===== config.mk =====
export PLATFORM = sky130hd
export DESIGN_NAME = sdio_bus_target
export DESIGN_NICKNAME = d
export VERILOG_FILES = /design/src/rtl/sdio_bus_pkg.sv /design/src/rtl/sdio_bus_mem.sv /design/src/rtl/sdio_bus_target.sv
export SDC_FILE = /design/constraint.sdc
export NUM_CORES = 2
export LEC_CHECK = 0
export CAP_MARGIN = 15
export CORE_AREA = 3 3 384 386
export DETAILED_ROUTE_END_ITERATION = 16
export DIE_AREA = 0 0 387 389
export PLACE_DENSITY = 0.86
export RECOVER_POWER = 50
export SLEW_MARGIN = 20
export SYNTH_ARGS = -nofsm -noshare
export SYNTH_HDL_FRONTEND = slang
export SYNTH_SLANG_ARGS = --single-unit

===== constraint.sdc =====
create_clock -name bus_clk -period 2.74 [get_ports bus_clk]
set_input_delay 0.411 -clock bus_clk [delete_from_list [all_inputs] [get_ports bus_clk]]
set_output_delay 0.411 -clock bus_clk [all_outputs]
set_load 0.005 [all_outputs]

===== src/rtl/sdio_bus_pkg.sv =====
// Shared definitions for the SDIO-style bus target: FSM encodings and the
// value returned for reads that miss the decoded window.
package sdio_bus_pkg;

  typedef enum logic [1:0] {
    ST_IDLE  = 2'd0,
    ST_WAIT  = 2'd1,
    ST_RDATA = 2'd2
  } state_t;

  localparam logic [7:0] OOR_RDATA = 8'hFF;

endpackage


===== src/rtl/sdio_bus_mem.sv =====
// Byte-wide target memory: synchronous write, registered synchronous read.
// Deliberately has no reset so contents survive a bus reset.
module sdio_bus_mem
  import sdio_bus_pkg::*;
#(
  parameter int AW = 8
) (
  input  logic          clk,
  input  logic          we,
  input  logic [AW-1:0] waddr,
  input  logic [7:0]    wdata,
  input  logic          re,
  input  logic [AW-1:0] raddr,
  output logic [7:0]    rdata
);

  logic [7:0] mem [2**AW];

  always_ff @(posedge clk) begin
    if (we) mem[waddr] <= wdata;
    if (re) rdata <= mem[raddr];
  end

endmodule


===== src/rtl/sdio_bus_target.sv =====
// Bus target with programmable wait states in front of a small byte memory;
// tracks sticky errors and accepted read/write counts.
module sdio_bus_target
  import sdio_bus_pkg::*;
#(
  parameter int LEN  = 16,
  parameter int AW   = 8,
  parameter int BASE = 0
) (
  input  logic           bus_clk,
  input  logic           rst,
  input  logic [LEN-1:0] bus_addr,
  input  logic [7:0]     bus_wdata,
  input  logic           bus_rd,
  input  logic           bus_wr,
  input  logic [3:0]     wait_cfg,
  input  logic           err_clr,
  output logic           bus_ready,
  output logic           bus_rdata_ready,
  output logic [7:0]     bus_rdata,
  output logic           err,
  output logic [15:0]    wr_cnt,
  output logic [15:0]    rd_cnt,
  output logic [1:0]     tgt_state
);

  // Window bounds carry one extra bit so BASE+2^AW cannot wrap.
  localparam logic [LEN:0] LO = (LEN+1)'(BASE);
  localparam logic [LEN:0] HI = LO + (LEN+1)'(2**AW);

  state_t        state, state_nx;
  logic [3:0]    wcnt;
  logic          read_q;
  logic          oor_q;
  logic [7:0]    rdata_q;
  logic [7:0]    mem_q;
  logic [7:0]    data_out;
  logic          accept;
  logic          is_rd;
  logic          is_wr;
  logic          proto_err;
  logic          in_range;
  logic [AW-1:0] idx;

  assign is_rd     = bus_rd & ~bus_wr;
  assign is_wr     = bus_wr & ~bus_rd;
  assign proto_err = bus_rd & bus_wr;
  assign accept    = (state == ST_IDLE) & (bus_rd | bus_wr);
  assign in_range  = ({1'b0, bus_addr} >= LO) && ({1'b0, bus_addr} < HI);
  assign idx       = bus_addr[AW-1:0] - LO[AW-1:0];
  assign data_out  = oor_q ? OOR_RDATA : mem_q;

  sdio_bus_mem #(.AW(AW)) u_mem (
    .clk   (bus_clk),
    .we    (accept & is_wr & in_range),
    .waddr (idx),
    .wdata (bus_wdata),
    .re    (accept & is_rd),
    .raddr (idx),
    .rdata (mem_q)
  );

  always_ff @(posedge bus_clk or posedge rst) begin
    if (rst) state <= ST_IDLE;
    else     state <= state_nx;
  end

  // A protocol-error request is tracked as a non-read so it finishes with write timing.
  always_comb begin
    state_nx = state;
    case (state)
      ST_IDLE: begin
        if (accept) begin
          if (wait_cfg != 4'd0) state_nx = ST_WAIT;
          else if (is_rd)       state_nx = ST_RDATA;
        end
      end
      ST_WAIT:  if (wcnt == 4'd1) state_nx = read_q ? ST_RDATA : ST_IDLE;
      ST_RDATA: state_nx = ST_IDLE;
      default:  state_nx = ST_IDLE;
    endcase
  end

  always_comb begin
    bus_ready       = (state == ST_IDLE);
    bus_rdata_ready = (state == ST_RDATA);
    tgt_state       = state;
    bus_rdata       = (state == ST_RDATA) ? data_out : rdata_q;
  end

  always_ff @(posedge bus_clk or posedge rst) begin
    if (rst) begin
      wcnt    <= 4'd0;
      read_q  <= 1'b0;
      oor_q   <= 1'b0;
      rdata_q <= 8'd0;
    end else begin
      if (accept) begin
        wcnt   <= wait_cfg;
        read_q <= is_rd;
        oor_q  <= ~in_range;
      end else if (state == ST_WAIT) begin
        wcnt <= wcnt - 4'd1;
      end
      if (state == ST_RDATA) rdata_q <= data_out;
    end
  end

  // A new error wins over a simultaneous clear.
  always_ff @(posedge bus_clk or posedge rst) begin
    if (rst) begin
      err    <= 1'b0;
      wr_cnt <= 16'd0;
      rd_cnt <= 16'd0;
    end else begin
      err <= (err & ~err_clr) | (accept & (proto_err | ~in_range));
      if (accept & is_wr) wr_cnt <= wr_cnt + 16'd1;
      if (accept & is_rd) rd_cnt <= rd_cnt + 16'd1;
    end
  end

endmodule


# Yosys cells after proc, flatten, opt, wreduce, memory -nomap -nowiden
# Memories as Yosys holds them, arrays and structs flattened. A register that Yosys moved wholly into a read port is not among the register bits.
# Index checks and enable logic that the tools add are counted.
dict set report op_classes {
  addsub 3
  n_lt_le_gt_ge 1
  eq_ne 6
  n_mux 12
  bitwise_logic 16
  reduce_logical 4
}
# operator count
set ops {}
lappend ops {{adder 16 x 1 -> 16 bit, second input constant} 2}
lappend ops {{less-than comparator 16 x 9 -> 1 bit, second input constant} 1}
lappend ops {{two-way mux 8 bit} 2}
lappend ops {{two-way mux 2 bit} 5}
lappend ops {{AND 1 bit} 9}
lappend ops {{two-way mux 4 bit} 2}
lappend ops {{== test 4 x 1 -> 1 bit, second input constant} 1}
lappend ops {{inverter 1 bit} 4}
lappend ops {{case mux 2 bit (2 select lines)} 1}
lappend ops {{nonzero test 4 bit} 1}
lappend ops {{subtractor 4 x 1 -> 4 bit, second input constant} 1}
lappend ops {{!= test 3 x 1 -> 1 bit, second input constant} 1}
lappend ops {{bitwise OR 1 bit} 3}
lappend ops {{AND reduction 3 bit} 1}
lappend ops {{== test 2 x 1 -> 1 bit, second input constant} 1}
lappend ops {{== test 2 bit, second input constant} 1}
lappend ops {{zero test 2 bit} 1}
lappend ops {{two-way mux 1 bit} 2}
lappend ops {{!= test 2 x 1 -> 1 bit, second input constant} 1}
lappend ops {{!= test 2 bit, second input constant} 1}
lappend ops {{nonzero test 2 bit} 1}
dict set report word_totals {
  register_bits 49
  ramBits 2048
  inputBits 33
  out_inout_bits 45
  elab_cells 51
  memories 1
}
# name depth word_bits rd rd_clocked_by_memory_dff write_ports line
set mem_list {}
lappend mem_list {u_mem.mem 256 8 1 1 1 sdio_bus_mem.sv:17} ;# logic [7:0] mem [2**AW];

# Longest topological paths before layout
dict set report logic_depth {
  depth_word 6
  depth_mapped 9
  ltp_nobuf 5
}

# By module
# A second synthesis with hierarchy kept.
dict set report unflattened {
  hier_cells 3943
  hier_area_um2 81903.6
}
# mod instances cells_per_inst area_per_inst_um2 seq_area_each_um2
set modules_own_cells {}
lappend modules_own_cells {sdio_bus_mem 1 3733 79636.4 61739.2}
lappend modules_own_cells {sdio_bus_target 1 210 2267.2 1226.2}

# Worst setup path before layout
# OpenSTA, ideal clock, no wires.
dict set report synth_path {
  kind {flip-flop to flip-flop}
  start {register state[1], in the netlist tgt_state[1]}
  end {memory u_mem.mem[102][0] (enable)}
  setup_ns 0.370
  arrival_ns 2.281
  required_ns 2.370
  slack_ns 0.089
  path_stages_with_launch 8
  path_buffers 2
  period_less_slack_ns 2.651
  path_cell_list {dfrtp_1 buf_2 nor4b_4 nand3_1 nor3b_2 nand2_1 clkbuf_1 nor2_1}
}
dict set report synth_via {
  elab_chain_cells 6
}
# element line
set synth_rtl {}
lappend synth_rtl {{from (decl)} sdio_bus_target.sv:31} ;# state_t state, state_nx;
lappend synth_rtl {{from (signal assigned)} sdio_bus_target.sv:65} ;# else state <= state_nx;
lappend synth_rtl {{zero test 2 bit} sdio_bus_target.sv:48} ;# assign accept = (state == ST_IDLE) & (bus_rd | bus_wr);
lappend synth_rtl {{AND 1 bit} sdio_bus_target.sv:48}
lappend synth_rtl {{AND 1 bit (2 in a row)} sdio_bus_target.sv:55} ;# .we (accept & is_wr & in_range),
lappend synth_rtl {{two-way mux 1 bit} sdio_bus_mem.sv:20} ;# if (we) mem[waddr] <= wdata;
lappend synth_rtl {{two-way mux 1 bit (not written as such)} sdio_bus_mem.sv:20}
lappend synth_rtl {{to (decl)} sdio_bus_mem.sv:17}
# No other way between the ends.

==> results_dict.tcl <==
set metrics [dict create \
    worstSetupPathDepth 5 \
    finalWirelength_um 244700 \
    floorplan.die_area_um2 150500 \
    ys_warn_count 0 \
    summed_instance_area_of_the_synthesized_netlist_um2 80580 \
    max-slew-margin-rel_pct -49.13 \
    maxClockFrequency_mhz 360.8 \
    finalWorstPathRequiredPeriod_ns 2.772 \
    antenna_left 0 \
    number_of_top_level_pins 78 \
    power.ir.vdd_worst_uv 780.2 \
    cts_max_path_buffers 3 \
    syn_to_final_growth_pct 18.37 \
    p_seq_share_pct 52.9 \
    grt_pass1_wl_um 350000 \
    max_stage_delay_ns 0.81 \
    cp.required_ns 3.29 \
    cts_buffers 193 \
    rsz0062_at_grt "false" \
    drt_first_pass_iters 6 \
    startpoint_type "flip-flop" \
    critical_path.slowest_cell "o41ai_2" \
    largest_net_degree_at_the_start_of_global_routing 101 \
    fin_ws_ns -0.03176 \
    switchingPower_mw 14.76 \
    worst_setup_path_end_kind "flip-flop" \
    layout.cells.most_common_list "2,056 x edfxtp_1, 554 x buf_4, 512 x mux4_2, 268 x nor2_1, 256 x a22oi_1" \
    clk_pin_slew_ns 0.07 \
    detailedPlacementHpwl_um 132400 \
    path_max_fanout 1 \
    post-route-period-util_pct 101.2 \
    synth_enable_flop_cells 2056 \
    detail_route.iter0.violations 9075 \
    worst_ep_arrival_time_ns 3.32 \
    placeableCoreArea_um2 143800 \
    hold_viol_final 0 \
    finalWeightedCongestion 0.8696 \
    post_synth_inst_count 3727 \
    ff2ff_path_depth 5 \
    p_sw_share_pct 21.90 \
    min_path_cells 2 \
    layout.filler_cells 7996 \
    cts.sink_count 2105 \
    number_of_synthesized_register_bits 2105 \
    cp_cell_sequence "mux4_2 -> a22oi_1 -> a21oi_1 -> o41ai_2 -> nand4_1" \
    ys_dominant_reg_cell "edfxtp_1" \
    syn_avg_cell_area_um2 21.62 \
    timing.final.max_slew_violations 575 \
    cts_tree "built" \
    route.detailed.vias_per_inst 7.248 \
    grt_residual_overflow 0 \
    p_total_mw 67.37 \
    nets 4493 \
    die-width_um 387 \
    outcome "finished, violations left" \
    seq_area_frac_synth_pct 78.14 \
    synth.lib_cells_used.distinct 39 \
    cap_viol_max_count 9 \
    antenna_violations_before_repair 11 \
    final-setup-viol-count 3 \
    power_report.internal_total_mw 52.61 \
    synth_nets 3764 \
    floorplan.initialDensity_pct 56.03 \
    cts_root_buf "clkbuf_16" \
    timing_worst_setup_path_type "reg2reg" \
    combPwrFrac_pct 6.0 \
    mostFrequentLayoutCell "edfxtp_1" \
    clock_latency_ns 0.86 \
    hold-worst-slack_ns 0.1528 \
    share_of_layout_cells_above_drive_strength_1_pct 32.59 \
    ys_async_sr_fraction_pct 2.328 \
    pwr_density_cell_nw_per_um2 706.3 \
    fin_skew_ns 0.03966 \
    finish.cell_count_without_fillers 6516 \
    port_buffers 77 \
    critical_path.top_delay_family "compound AO/OA/AOI/OAI gates" \
    place_ws_ns -1.024 \
    worst-path-buf-inv 0 \
    row_count 139 \
    h-tree-depth 4 \
    vias_post_dr 47230 \
    hold_class "in2reg" \
    tightest_pin_transition_ns 2.237 \
    gr-usage-all-layers_pct 32.61 \
    power.clock.fraction_pct 41.1 \
    detail_route.wl_per_cell_um 37.56 \
    post-place-cells 6158 \
    power.leakage_nw 30.91 \
    chipHeight_um 389 \
    drcViolationCount 0 \
    first_global_vias 47300 \
    failed_checks "capacitance limit, slew limit, setup timing" \
]
-- worst paths after layout --
check / slack, ns / from / endpoint
min: 0.15 / err_clr / err
max reg2reg: -0.03 / u_mem.mem[75][1] / u_mem.rdata[1]
max: -0.03 / u_mem.mem[75][1] / u_mem.rdata[1]
min in group asynchronous: 0.69 / rst / wr_cnt[4]
max in group asynchronous: 0.43 / rst / rdata_q[1]
min reg2reg: 0.48 / rd_cnt[15] / rd_cnt[15]
-- metal layers --
| layer | wire length [um] | up-vias | part of all wire, % | GRT usage, % |
|---|---|---|---|---|
| met1 | 74430 | 23500 | 30 | 40.36 |
| met4 | 19860 | 12 | 8.1 | 18.90 |
| met3 | 35610 | 1304 | 15 | 10.23 |
| li1 | - | 17110 | - | - |
| met2 | 114700 | 5305 | 47 | 51.39 |
| met5 | 172 | - | 0.070 | 0 |
-- cells in the mapped netlist (3+ instances only) --
| master | instances | area share, % |
|---|---|---|
| mux4_2 | 512 | 14 |
| o21ai_0 | 11 | 0.068 |
| and2_1 | 3 | 0.023 |
| dfrtp_1 | 49 | 1.5 |
| buf_4 | 5 | 0.047 |
| o41ai_1 | 32 | 0.35 |
| nand4_1 | 15 | 0.12 |
| and3_1 | 4 | 0.031 |
| a21oi_1 | 129 | 0.80 |
| xnor2_1 | 23 | 0.25 |
| buf_6 | 13 | 0.18 |
| nand3_1 | 15 | 0.093 |
| nor2b_1 | 7 | 0.054 |
| nand2_1 | 52 | 0.24 |
| inv_1 | 8 | 0.037 |
| clkbuf_1 | 150 | 0.70 |
| xor2_1 | 9 | 0.098 |
| nor4_1 | 4 | 0.031 |
| nor2_1 | 278 | 1.3 |
| nand2b_1 | 5 | 0.039 |
| a22oi_1 | 257 | 2.4 |
| edfxtp_1 | 2056 | 77 |
| nor3_1 | 5 | 0.031 |
| buf_2 | 43 | 0.27 |
| buf_1 | 19 | 0.089 |
| ha_1 | 4 | 0.062 |
-- logic make-up (layout without fill, tap and decap cells) --
| family | count (synthesis) | after routing | share of synthesized area, % |
|---|---|---|---|
| DFF | 2105 | 2105 | 78.14 |
| muxes | 514 | 514 | 14.34 |
| AOI/OAI and AO/OA | 435 | 435 | 3.674 |
| and+or+nand+nor | 398 | 398 | 2.107 |
| buffers and inverters | 238 | 1117 | 1.320 |
| xor gates and xnor gates | 32 | 32 | 0.3478 |
| adders and majority gates | 5 | 5 | 0.07453 |
| other | 0 | 7 | 0 |
-- sequential cells by signal (all words and copies together) (netlist names) --
signal       cells
err              1
rdata_q          8
tgt_state        2
wr_cnt          16
wcnt             4
u_mem.mem     2048
rd_cnt          16
oor_q            1
read_q           1
u_mem.rdata      8
-- power groups by stage --
| stage | Clock (mW) | Combinational [mW] | Sequential, mW |
|---|---|---|---|
| after detailed placement | 0 | 3.81 | 36.3 |
| after global routing | 28.7 | 4.18 | 35.7 |
| after global placement | 0 | 3.65 | 36.3 |
| after floorplan | 0 | 1.79 | 36.3 |
| final | 27.7 | 4.04 | 35.7 |
| after CTS | 27.6 | 4.00 | 35.6 |
-- area by class of cell --
cell class / count / area [um^2] / share of cell area, %
Clock inverter: 102 / 1165 / 1.221
Timing Repair Buffer: 764 / 6907 / 7.241
Sequential cell: 2105 / 62970 / 66.02
Inverter: 8 / 30.03 / 0.03148
Tap cell: 1903 / 2381 / 2.496
Antenna cell: 7 / 17.52 / 0.01837
Clock buffer: 243 / 5124 / 5.372
Multi-Input combinational cell: 1384 / 16790 / 17.60
-- metrics by stage --
stage	setup TNS, ns	util (%)	cell area [um^2]
final	-0.08467	66.31	95380
after global routing	0	66.30	95370
after CTS	0	66.52	95670
after detailed placement	-747.84	62.04	89230
after global placement	-622.31	62.03	89220
after floorplan	0	-	80580
-- repair_timing --
item	4_1_cts	5_1_grt
pin swaps	0	2
resized for setup	40	12
hold buffers	2	0
hold endpoints to repair	27	0
setup endpoints to repair	364	117
setup buffers	3	1
(Power assumes the default switching activity.)
